$ cat src/rtl/ssd_pkg.sv
// Shared types and constants for the seven-segment display path.
// Used by the binary-to-BCD converter and its digit corrector.
package ssd_pkg;

    localparam int DIGIT_W = 4;

    localparam logic [DIGIT_W-1:0] BCD_NINE = 4'h9;

    typedef enum logic {
        IDLE,
        CONVERT
    } state_t;

    // Largest value representable in n decimal digits (10^n - 1).
    function automatic longint unsigned max_dec(input int n);
        longint unsigned p;
        p = 1;
        for (int i = 0; i < n; i++) begin
            p = p * 10;
        end
        return p - 1;
    endfunction

endpackage

$ cat src/rtl/bin_to_bcd_if.sv
// Start/busy/done handshake and result bundle for bin_to_bcd.
// The master requests conversions, the slave performs them.
interface bin_to_bcd_if
    import ssd_pkg::*;
#(
    parameter int N = 4,
    parameter int W = 14
);

    logic                 start;
    logic [W-1:0]         value;
    logic                 busy;
    logic                 done;
    logic                 overflow;
    logic [N*DIGIT_W-1:0] numbers;

    modport master (
        output start, value,
        input  busy, done, overflow, numbers
    );

    modport slave (
        input  start, value,
        output busy, done, overflow, numbers
    );

endinterface

$ cat src/rtl/bin_to_bcd_add3.sv
// One-digit double-dabble corrector.
// Digits of five or more get three added before the next shift.
module bcd_add3
    import ssd_pkg::*;
(
    input  logic [DIGIT_W-1:0] din,
    output logic [DIGIT_W-1:0] dout
);

    assign dout = (din >= 4'd5) ? din + 4'd3 : din;

endmodule

$ cat src/rtl/bin_to_bcd.sv
// Sequential shift-and-add-3 binary to packed BCD converter.
// Result is held steady between conversions for the display mux.
module bin_to_bcd
    import ssd_pkg::*;
#(
    parameter int N = 4,
    parameter int W = 14
) (
    input  logic         clk,
    input  logic         rst,
    bin_to_bcd_if.slave  bus
);

    localparam int SW = N * DIGIT_W;
    localparam int CW = $clog2(W + 1);
    localparam longint unsigned MAXV = max_dec(N);

    state_t        state, state_d;
    logic [SW-1:0] scr, scr_d;
    logic [SW-1:0] corr;
    logic [SW-1:0] nines;
    logic [W-1:0]  bin, bin_d;
    logic [CW-1:0] cnt, cnt_d;
    logic          ovf_pend, ovf_pend_d;
    logic [SW-1:0] num_q, num_d;
    logic          ovf_q, ovf_d;
    logic          done_q, done_d;
    logic          val_ovf;
    logic [SW+W-1:0] shifted;

    for (genvar g = 0; g < N; g++) begin : g_dig
        bcd_add3 u_add3 (
            .din  (scr[g*DIGIT_W +: DIGIT_W]),
            .dout (corr[g*DIGIT_W +: DIGIT_W])
        );
        assign nines[g*DIGIT_W +: DIGIT_W] = BCD_NINE;
    end

    assign shifted = {corr, bin} << 1;
    assign val_ovf = 64'(bus.value) > MAXV;

    assign bus.busy     = (state == CONVERT);
    assign bus.done     = done_q;
    assign bus.overflow = ovf_q;
    assign bus.numbers  = num_q;

    // Next-state, datapath and commit decisions.
    always_comb begin
        state_d    = state;
        scr_d      = scr;
        bin_d      = bin;
        cnt_d      = cnt;
        ovf_pend_d = ovf_pend;
        num_d      = num_q;
        ovf_d      = ovf_q;
        done_d     = 1'b0;
        unique case (state)
            IDLE: begin
                if (bus.start) begin
                    state_d    = CONVERT;
                    bin_d      = bus.value;
                    scr_d      = '0;
                    cnt_d      = CW'(W);
                    ovf_pend_d = val_ovf;
                end
            end
            CONVERT: begin
                scr_d = shifted[SW+W-1 -: SW];
                bin_d = shifted[W-1:0];
                cnt_d = cnt - CW'(1);
                if (cnt == CW'(1)) begin
                    state_d = IDLE;
                    num_d   = ovf_pend ? nines : shifted[SW+W-1 -: SW];
                    ovf_d   = ovf_pend;
                    done_d  = 1'b1;
                end
            end
        endcase
    end

    // State, scratch and result registers.
    always_ff @(posedge clk) begin
        if (rst) begin
            state    <= IDLE;
            scr      <= '0;
            bin      <= '0;
            cnt      <= '0;
            ovf_pend <= 1'b0;
            num_q    <= '0;
            ovf_q    <= 1'b0;
            done_q   <= 1'b0;
        end else begin
            state    <= state_d;
            scr      <= scr_d;
            bin      <= bin_d;
            cnt      <= cnt_d;
            ovf_pend <= ovf_pend_d;
            num_q    <= num_d;
            ovf_q    <= ovf_d;
            done_q   <= done_d;
        end
    end

endmodule

$ cat src/flat_wrapper.sv
// flat-port wrapper written by rule: the top's interface ports become plain ports
module bin_to_bcd_flat import ssd_pkg::*;
#(
    parameter int N = 4,
    parameter int W = 14
)
  (clk, rst, bus_start, bus_value, bus_busy, bus_done, bus_overflow, bus_numbers);
  bin_to_bcd_if #(.N(N), .W(W)) bus_i ();
  input  logic clk;
  input  logic rst;
  input wire logic [$bits(bus_i.start)-1:0] bus_start;
  input wire logic [$bits(bus_i.value)-1:0] bus_value;
  output wire logic [$bits(bus_i.busy)-1:0] bus_busy;
  output wire logic [$bits(bus_i.done)-1:0] bus_done;
  output wire logic [$bits(bus_i.overflow)-1:0] bus_overflow;
  output wire logic [$bits(bus_i.numbers)-1:0] bus_numbers;
  assign bus_i.start = bus_start;
  assign bus_i.value = bus_value;
  assign bus_busy = bus_i.busy;
  assign bus_done = bus_i.done;
  assign bus_overflow = bus_i.overflow;
  assign bus_numbers = bus_i.numbers;
  bin_to_bcd #(.N(N), .W(W)) u_core (.clk(clk), .rst(rst), .bus(bus_i));
endmodule
$ cat config.mk
export PLATFORM = sky130hd
export DESIGN_NAME = bin_to_bcd_flat
export DESIGN_NICKNAME = d
export VERILOG_FILES = /design/src/rtl/ssd_pkg.sv /design/src/rtl/bin_to_bcd_if.sv /design/src/rtl/bin_to_bcd_add3.sv /design/src/rtl/bin_to_bcd.sv /design/src/flat_wrapper.sv
export SDC_FILE = /design/constraint.sdc
export NUM_CORES = 1
export LEC_CHECK = 0
export CELL_PAD_IN_SITES_DETAIL_PLACEMENT = 1
export CELL_PAD_IN_SITES_GLOBAL_PLACEMENT = 1
export CORE_ASPECT_RATIO = 0.8
export CORE_MARGIN = 1.5
export CORE_UTILIZATION = 41
export DETAILED_ROUTE_END_ITERATION = 8
export GPL_TIMING_DRIVEN = 0
export PLACE_DENSITY = 0.82
export SYNTH_ARGS = -nofsm -noshare
export SYNTH_HDL_FRONTEND = slang
export SYNTH_SLANG_ARGS = --single-unit
export TNS_END_PERCENT = 50
$ cat constraint.sdc
create_clock -name clk -period 2.3 [get_ports clk]
set_clock_uncertainty 0.15 [all_clocks]
set_input_delay 0.23 -clock clk [delete_from_list [all_inputs] [get_ports clk]]
set_output_delay 0.23 -clock clk [all_outputs]
set_load 0.005 [all_outputs]
### After elaboration in Yosys (flattened, before gate mapping)

Cells that the tools add are included.

* output and inout bits: 19
* input port bits: 17
* word-level logic and storage cells: 39
* flip-flop bits (word level): 54

* equal/unequal tests: 2
* $lt $le $gt $ge: 5
* add/subtract/negate cells: 5
* multiplexer cells: 15
* reduce and logical (&&, ||, !) cells: 3
* bitwise logic cells: 1

Operator list (number)
* $mux W16: 2
* $pmux W16 S2: 1
* $pmux W14 S2: 1
* $ge A4 B3 Y1 const B: 4
* $mux W4: 4
* $gt A14 B14 Y1 const B: 1
* $mux W14: 1
* $add A4 B2 Y4 const B: 3
* $pmux W4 S2: 1
* $eq A4 B1 Y1 const B: 1
* $reduce_and A2 Y1: 2
* $sub A4 B1 Y4 const B: 1
* $add A3 B2 Y3 const B: 1
* $mux W1: 3
* $mux W3: 1
* $ne A2 B2 Y1 const B: 1
* $pmux W1 S2: 1
* $reduce_or A2 Y1: 1
* $not A1 Y1: 1

### Longest topological paths before layout

Gate-level depths: netlist of the first run.

* word-level depth: 3
* depth in mapped cells: 6
* depth with buffers taken out: 6

### Hierarchy

A second synthesis of the first run with hierarchy kept.

* cell total of the unflattened synthesis: 280
* area total of the unflattened synthesis: 2565.0 um^2

By module, submodules not included
* bin_to_bcd: seq. area each 1081.0 um^2, area each 2159.6 um^2, cells an instance 216, times used 1
* bcd_add3: seq. area each 0.0 um^2, area each 101.3 um^2, cells an instance 16, times used 4

### Worst setup path before layout of the first run

No wires, ideal clock.

* kind: register -> register
* from: reg u_core.scr[9]
* to: reg u_core.scr[10]
* slack: 703 ps
* arrival: 1355 ps
* period minus slack after synthesis: 1597 ps
* data required time: 2058 ps
* library setup time: 92 ps
* cell stages (with the launch flop): 7
* path buffers: 0
* path through: dfxtp_1 -> inv_1 -> ha_1 -> nand2b_1 -> a21oi_1 -> mux2_2 -> o32ai_1

* cells in the longest elaborated chain, start to end: 3
* elaborated cells between the ends (all ways): 4
* those cells by class: add/sub: 1; order compare: 1; mux: 2

RTL lines
* start, declared: line bin_to_bcd.sv:19 `logic [SW-1:0] scr, scr_d;`
* start signal, assigned: line bin_to_bcd.sv:94 `scr <= scr_d;`
* $add A4 B2 Y4 / $ge A4 B3 Y1 (equally long branches): line bin_to_bcd_add3.sv:10 `assign dout = (din >= 4'd5) ? din + 4'd3 : din;`
* $mux W4 *: line bin_to_bcd_add3.sv:10
* $pmux W16 S2 *: line bin_to_bcd.sv:57 `unique case (state)`

Mark *: on every way between the ends. The rest lies on a longest branch, timed or not.
A chain may end at the register's enable or synchronous reset.

### Final worst setup path of the first run

* from: reg u_core.scr[5]
* to: reg u_core.scr[6]

Same word-level chain as after synthesis.

==> results.yml, run 1 <==
timing:
  relSlewSlack: 0.615
  tightest_slew_ns: 0.578
  rsz0062_at_grt: "false"
  layout_setup_ws_ns: 0.529
  tns_ns: 0
  drv_slew: 0
  whs_ns: 0.108
  min_period_over_period: 0.770
  fin_crit_ns: 1.77
  fmax_mhz: 565
  setup_viol: 0
  hold_viol: 0
synthesis:
  synth_common_cells: "dfxtp_1, nor2_1, a21oi_1"
  syn_area_per_cell_um2: 8.85
  ys_warn_count: 0
  async_flop_share: 0
  seq_area_frac_synth: 0.433
  synth_top_area_share: 0.433
  yosysMostFrequentCell: "dfxtp_1"
  synthCells: 282
  ys_types: 30
  synth_area_leaders: "dfxtp_1, nor2_1, a21oi_1"
  syn_nets: 309
  synth_edf_count: 0
  synth_area_um2: 2500
  ys_ff_latch: 54
  synth_top_cell_by_area: "dfxtp_1"
  synthFlopType: "dfxtp_1"
route:
  drt_iter0_drc: 66
  routed_wl_um: 6710
  antenna_left: 0
  post_drt_wl_per_cell_um: 16.6
  dr.pass1.iters: 4
  drc: 0
  via_per_inst: 5.35
  route.vias.total: 2162
clocking:
  root_buffer: "clkbuf_8"
  cts_buffers: 5
  ctsHtreeMaxLevel: 2
  clock_sinks: 54
  cts_tree: "done"
  clkTransAtPathRegs_ns: 0.10
  post_cts_resized: 0
  ctsHoldBuffers: 0
  cts.path.max_buffers: 2
  clock_latency_ns: 0.32
  post_cts_buffers: 0
critical_path:
  critPathArrivalTime_ns: 1.85
  cp_max_fo: 4
  reg2reg_from: "u_core.scr[5]"
  critPathLaunchType: "flop"
  critPathLaunch: "u_core.scr[5]"
  cp.depth: 6
  crit_family: "multiplexers"
  crit_path_top_delay_cell: "mux2_2"
  r2r_cells: 6
  worstSetupPathType: "reg2reg"
  worst_path_largest_cell_delay_ns: 0.40
  endpoint_kind: "flop"
  crit_required_ns: 2.38
  path_cells: "inv_1 > ha_1 > nand2b_1 > a21oi_1 > mux2_2 > o32ai_1"
  crit_end: "u_core.scr[6]"
  critPathBufInv: 1
  r2r-end: "u_core.scr[6]"
  regToRegSetupSlack_ns: 0.53
layout:
  fin_util: 0.516
  area_delta_synth_final_pct: 21.7
  num-fill-cells: 735
  final_nets: 349
  drive_gt1_frac: 0.108
  antenna_cells: 0
grt:
  grt_pass1_vias: 2196
  antenna_found_initial: 0
  grt_remaining_overflow: 0
  track_usage: 0.214
  grt_max_degree: 17
  grt_pass1_wl_um: 11000
place:
  dp_hpwl_um: 4940
  numPortBuffers: 33
  place_ws_ns: 0.531
  gp_congestion: 0.795
die:
  start_util: 0.424
  top_level_ports: 36
  dieArea_um2: 6570
  die_w_um: 90.2
  coreArea_um2: 5880
  rows: 25
  die_y_um: 72.8
run_status:
  outcome: "completed"
hold_path:
  hold_class: "in2reg"
power_and_ir_drop:
  vdd_drop_max_mv: 0.259
  p_leak_uw: 0.00111
  p_per_area_nw_per_um2: 603
flow_run:
  cap_violations: 0
cells in the final DEF (no fill, tap or decap), drive strengths merged, types with 5 or more instances in the layout:
| master | count |
|---|---|
| dfxtp | 54 |
| nor2 | 46 |
| clkdlybuf4s50 | 33 |
| a21oi | 28 |
| inv | 15 |
| o21ai | 15 |
| mux2i | 14 |
| buf | 14 |
| nand2b | 12 |
| o32ai | 11 |
| clkbuf | 11 |
| ha | 10 |
| nand3b | 9 |
| nor3 | 8 |
| nor3b | 7 |
| nand2 | 7 |
| mux2 | 5 |
report_power, final:
part | internal [µW] | leakage, µW | switching (µW)
registers | 963 | 0.000439 | 21.5
clock network | 321 | 0.0000579 | 322
logic | 89.2 | 0.000617 | 114
total | 1370 | 0.00111 | 457
registers in the layout (all words and copies together) (netlist names):
name and flops:
u_core.bus.done 1, u_core.bus.busy 1, u_core.ovf_pend 1, u_core.scr 16, u_core.bin 14, u_core.bus.numbers 16, u_core.cnt 4, u_core.bus.overflow 1
area by class of cell:
type / instances / area (µm²) / area share
multi-input cells: 193 / 1250 / 0.413
flip-flops and latches: 54 / 1080 / 0.356
repair buffers: 33 / 330 / 0.109
plain buffers: 20 / 104 / 0.0342
well taps: 81 / 101 / 0.0334
clock buffers: 5 / 68.8 / 0.0227
inverters: 15 / 56.3 / 0.0185
clock inverters: 3 / 40.0 / 0.0132
logic make-up (layout without fill, tap and decap cells):
| logic type | after synthesis | in the layout | synth area share |
|---|---|---|---|
| buffers and inverters | 35 | 76 | 0.0642 |
| AO/OA/AOI/OAI | 65 | 65 | 0.169 |
| multiplexers | 19 | 19 | 0.0787 |
| flip-flops | 54 | 54 | 0.433 |
| XOR/XNOR | 4 | 4 | 0.0140 |
| adder cells (fa/ha/maj) | 10 | 10 | 0.0501 |
| AND/OR/NAND/NOR | 95 | 95 | 0.190 |
routing by layer:
| layer | GRT usage | vias to the layer above | routed length (µm) | part of all wire |
|---|---|---|---|---|
| met5 | 0 | - | 0 | 0 |
| met3 | 0.0354 | 9 | 196 | 0.029 |
| met1 | 0.263 | 1056 | 3080 | 0.46 |
| met2 | 0.381 | 40 | 3320 | 0.50 |
| met4 | 0.0811 | 0 | 116 | 0.017 |
| li1 | - | 1057 | - | - |
worst min-delay path by stage:
stage                                   start                   to  cells after the start
after CTS                                 rst      u_core.ovf_pend                      2
after floorplan                 bus_value[13]      u_core.ovf_pend                      2
after detailed placement  u_core.bus.overflow  u_core.bus.overflow                      2
after global routing                      rst      u_core.ovf_pend                      2
after global placement    u_core.bus.overflow  u_core.bus.overflow                      2
final                                     rst      u_core.ovf_pend                      2
stage by stage:
| step | cell area [µm²] | power, µW | instances |
|---|---|---|---|
| 2_1_floorplan | 2500 | 1120 | 282 |
| 3_3_place_gp | 2930 | 1200 | 396 |
| 3_5_place_dp | 2930 | 1210 | 396 |
| 4_1_cts | 3040 | 1850 | 404 |
| 5_1_grt | 3040 | 1910 | 404 |
| 6_report | 3040 | 1830 | 404 |
No activity file was read; power rests on OpenSTA's default activity.
==> run 2: changes to the inputs <==
- CORE_UTILIZATION: 41 -> 37
- PLACE_DENSITY: 0.82 -> 0.79
- clock period: 2.3 -> 1.6 ns (I/O delays scaled with it)
==> results.yml, run 2 (synthesis gave the netlist of run 1 again) <==
timing:
  rsz0062_at_grt: "true"
  hold_viol: 0
  fin_crit_ns: 1.60
  fmax_mhz: 626
  min_period_over_period: 0.999
  relSlewSlack: 0.600
  tns_ns: 0
  tightest_slew_ns: 0.600
  drv_slew: 0
  setup_viol: 0
clocking:
  ctsHoldBuffers: 0
  ctsHtreeMaxLevel: 2
  clkTransAtPathRegs_ns: 0.10
  clock_sinks: 54
  cts_tree: "done"
  cts_buffers: 5
  cts.path.max_buffers: 2
  clock_latency_ns: 0.31
  root_buffer: "clkbuf_8"
place:
  dp_hpwl_um: 4880
  gp_congestion: 0.821
  numPortBuffers: 33
power_and_ir_drop:
  p_leak_uw: 0.00120
  p_per_area_nw_per_um2: 769
  vdd_drop_max_mv: 0.459
critical_path:
  critPathLaunchType: "flop"
  worstSetupPathType: "reg2reg"
  endpoint_kind: "flop"
  cp_max_fo: 4
  crit_required_ns: 1.64
  critPathArrivalTime_ns: 1.64
grt:
  grt_max_degree: 17
  grtUsageMet2: 0.346
  grt_pass1_vias: 2278
  grt_remaining_overflow: 0
  antenna_found_initial: 0
  grt_use_met1: 0.251
  grt_util_met3: 0.0329
  grt_pass1_wl_um: 11100
  busiest_layer: "met2"
  track_usage: 0.199
route:
  antenna_left: 0
  drc: 0
  routed_wl_um: 7200
  route.vias.total: 2213
  post_drt_wl_per_cell_um: 17.5
  drt_iter0_drc: 117
  dr.pass1.iters: 4
  via_per_inst: 5.37
layout:
  final_nets: 354
  num-fill-cells: 747
  area_delta_synth_final_pct: 32.5
  fin_util: 0.514
  drive_gt1_frac: 0.256
  mostFrequentLayoutCells: "nor2_1, dfxtp_1, clkdlybuf4s50_1"
  antenna_cells: 0
flow_run:
  cap_violations: 0
die:
  dieArea_um2: 7250
  top_level_ports: 36
  die_y_um: 76.5
  start_util: 0.388
  coreArea_um2: 6440
  rows: 26
  die_w_um: 94.8
run_status:
  outcome: "completed"
hold_path:
  hold_class: "in2reg"
-- run 2: changes by cell type in the layout (fill, tap and decap cells not counted), sizes merged --
cell / previous run / this run
clkinv: 2 / 1
clkinvlp: 0 / 1
buf: 14 / 19
bufinv: 1 / 0
clkbuf: 11 / 12
-- run 2: final timing paths --
path	slack (ns)	from	cells past startpoint	endpoint
setup / recovery	0.002	u_core.scr[9]	6	u_core.scr[12]
hold / removal	0.04	rst	2	u_core.ovf_pend
setup reg to reg	0.002	u_core.scr[9]	6	u_core.scr[12]
hold reg to reg	0.32	u_core.bus.overflow	2	u_core.bus.overflow
-- run 2: area by class of cell --
cell class,instances,area [µm²],share of cell area
multi-input combinational,193,1480,0.447
timing repair buffer,39,375,0.113
tap,84,105,0.0318
clock buffer,6,82.6,0.0250
buffer,19,100,0.0303
inverter,15,61.3,0.0185
sequential,54,1090,0.330
clock inverter,2,12.5,0.00378
-- run 2: stage by stage --
step                      setup WS, ns  instances  power (µW)  hold WS, ns  area [µm²]
final                          0.00239        412        2540       0.0393        3310
after global routing           -0.0432        412        2640       0.0545        3310
after CTS                      0.00231        410        2560       0.0244        3160
after detailed placement        -0.176        399        1730        0.312        2930
after global placement          -0.101        399        1720        0.294        2930
after floorplan                0.00309        282        1620        0.169        2500
-- run 2: critical path: stages (launching register included) --
cell and delay, ns:
dfxtp_2 0.35, inv_2 0.06, ha_2 0.17, nand2b_4 0.15, nor3b_1 0.14, a21oi_1 0.29
o32ai_1 0.17
-- run 2: timing repair --
item                                    CTS  global route
gates resized for setup                  33            31
endpoints found under the setup margin   12            29
setup buffers                             3             3
pin swaps                                 4             9
-- run 2: report_power, final --
part / switching [µW] / internal [µW]
clock: 471 / 349
combinational: 173 / 134
sequential: 29.9 / 1390
total: 673 / 1870
-- run 2: routing by layer --
metal	wire length, µm	part of all wire
met4	43	0.0060
met1	3270	0.45
met5	0	0
met3	229	0.032
met2	3650	0.51
==> run 3: changes to the inputs <==
- REMOVE_ABC_BUFFERS: unset -> 1
==> results.yml, run 3 (synthesis gave the netlist of run 1 again) <==
run_status:
  outcome: "completed"
timing:
  hold_viol: 0
  fmax_mhz: 626
  tightest_slew_ns: 0.714
  fin_crit_ns: 1.60
  drv_slew: 0
  min_period_over_period: 0.999
  relSlewSlack: 0.524
  setup_viol: 0
  rsz0062_at_grt: "true"
critical_path:
  critPathLaunchType: "flop"
  endpoint_kind: "flop"
  critPathArrivalTime_ns: 1.68
  crit_required_ns: 1.68
  cp_max_fo: 4
  worstSetupPathType: "reg2reg"
layout:
  num-fill-cells: 742
  drive_gt1_frac: 0.268
  antenna_cells: 0
  mostFrequentLayoutCells: "nor2_1, dfxtp_1, clkdlybuf4s50_1"
  final_cells: 405
  final_nets: 347
  multi_input_area_um2: 1530
  area_delta_synth_final_pct: 36.0
  seqCellArea_um2: 1090
  final_common_cell: "nor2_1"
grt:
  grt_pass1_vias: 2135
  grt_max_degree: 48
  grt_pass1_wl_um: 10500
  grt_remaining_overflow: 0
  track_usage: 0.186
  antenna_found_initial: 0
power_and_ir_drop:
  p_per_area_nw_per_um2: 753
  vdd_drop_max_mv: 0.387
  total_power_uw: 2560
  p_leak_uw: 0.00122
flow_run:
  cap_violations: 0
clocking:
  clkTransAtPathRegs_ns: 0.09
  cts.path.max_buffers: 2
  ctsHtreeMaxLevel: 2
  root_buffer: "clkbuf_8"
  ctsHoldBuffers: 0
  clock_latency_ns: 0.32
  cts_tree: "done"
  clock_sinks: 54
  cts_buffers: 5
die:
  die_w_um: 94.8
  coreArea_um2: 6440
  dieArea_um2: 7250
  rows: 26
  start_util: 0.388
  top_level_ports: 36
  die_y_um: 76.5
hold_path:
  hold_class: "in2reg"
route:
  dr.pass1.iters: 5
  drc: 0
  via_per_inst: 5.37
  antenna_left: 0
  post_drt_wl_per_cell_um: 17.5
  drt_iter0_drc: 75
  route.vias.total: 2175
  routed_wl_um: 7090
place:
  dp.cells: 382
  dp_hpwl_um: 4050
  numPortBuffers: 35
  gp_congestion: 0.708
run 3: layout make-up:
| cell class | instances | area share |
|---|---|---|
| inverters | 15 | 0.0195 |
| clock inverters | 2 | 0.00368 |
| repair buffers | 51 | 0.150 |
| flip-flops and latches | 54 | 0.322 |
| well taps | 84 | 0.0310 |
| clock buffers | 6 | 0.0243 |
| multi-input cells | 193 | 0.449 |
run 3: path summary, 6_finish.rpt:
path,startpoint,endpoint,slack [ns],cells past startpoint
worst max-delay path,u_core.scr[5],u_core.scr[6],0.002,6
worst min-delay path,rst,u_core.bin[9],0.24,2
worst max register to register,u_core.scr[5],u_core.scr[6],0.002,6
worst min register to register,u_core.bus.overflow,u_core.bus.overflow,0.33,2
run 3: layer usage:
metal / GRT usage / part of all wire / vias to the layer above
met2: 0.322 / 0.50 / 38
met4: 0.0403 / 0.011 / 0
met1: 0.236 / 0.46 / 1073
met3: 0.0349 / 0.026 / 10
met5: 0 / 0 / -
li1: - / - / 1054
run 3: what timing repair did:
item | CTS | global route
gates cloned | 1 | 0
setup buffers | 10 | 4
pin swaps | 6 | 7
gates resized for setup | 40 | 36
endpoints found under the setup margin | 55 | 27
run 3: metrics by stage:
stage	utilization	worst slack [ns]	TNS (ns)	cell area, µm²	hold slack, ns
finish	0.527	0.00200	0	3400	0.241
global route	0.527	-0.0378	-0.214	3400	0.290
CTS	0.494	0.00201	0	3180	0.282
detailed placement	0.445	-0.994	-39.78	2860	0.326
global placement	0.442	-2.39	-73.92	2850	0.293
floorplan	-	-1.20	-30.02	2390	0.0791
run 3: worst max-delay path, cell delays in order (launching register included):
cell      delay, ns
dfxtp_2        0.37
inv_4          0.06
ha_4           0.15
nand2b_4       0.15
a21oi_4        0.18
mux2_4         0.33
o32ai_2        0.12
run 3: report_power, final:
part	switching (µW)	internal, µW	total [µW]
registers	33.3	1380	1420
clock network	474	349	823
logic	166	149	315
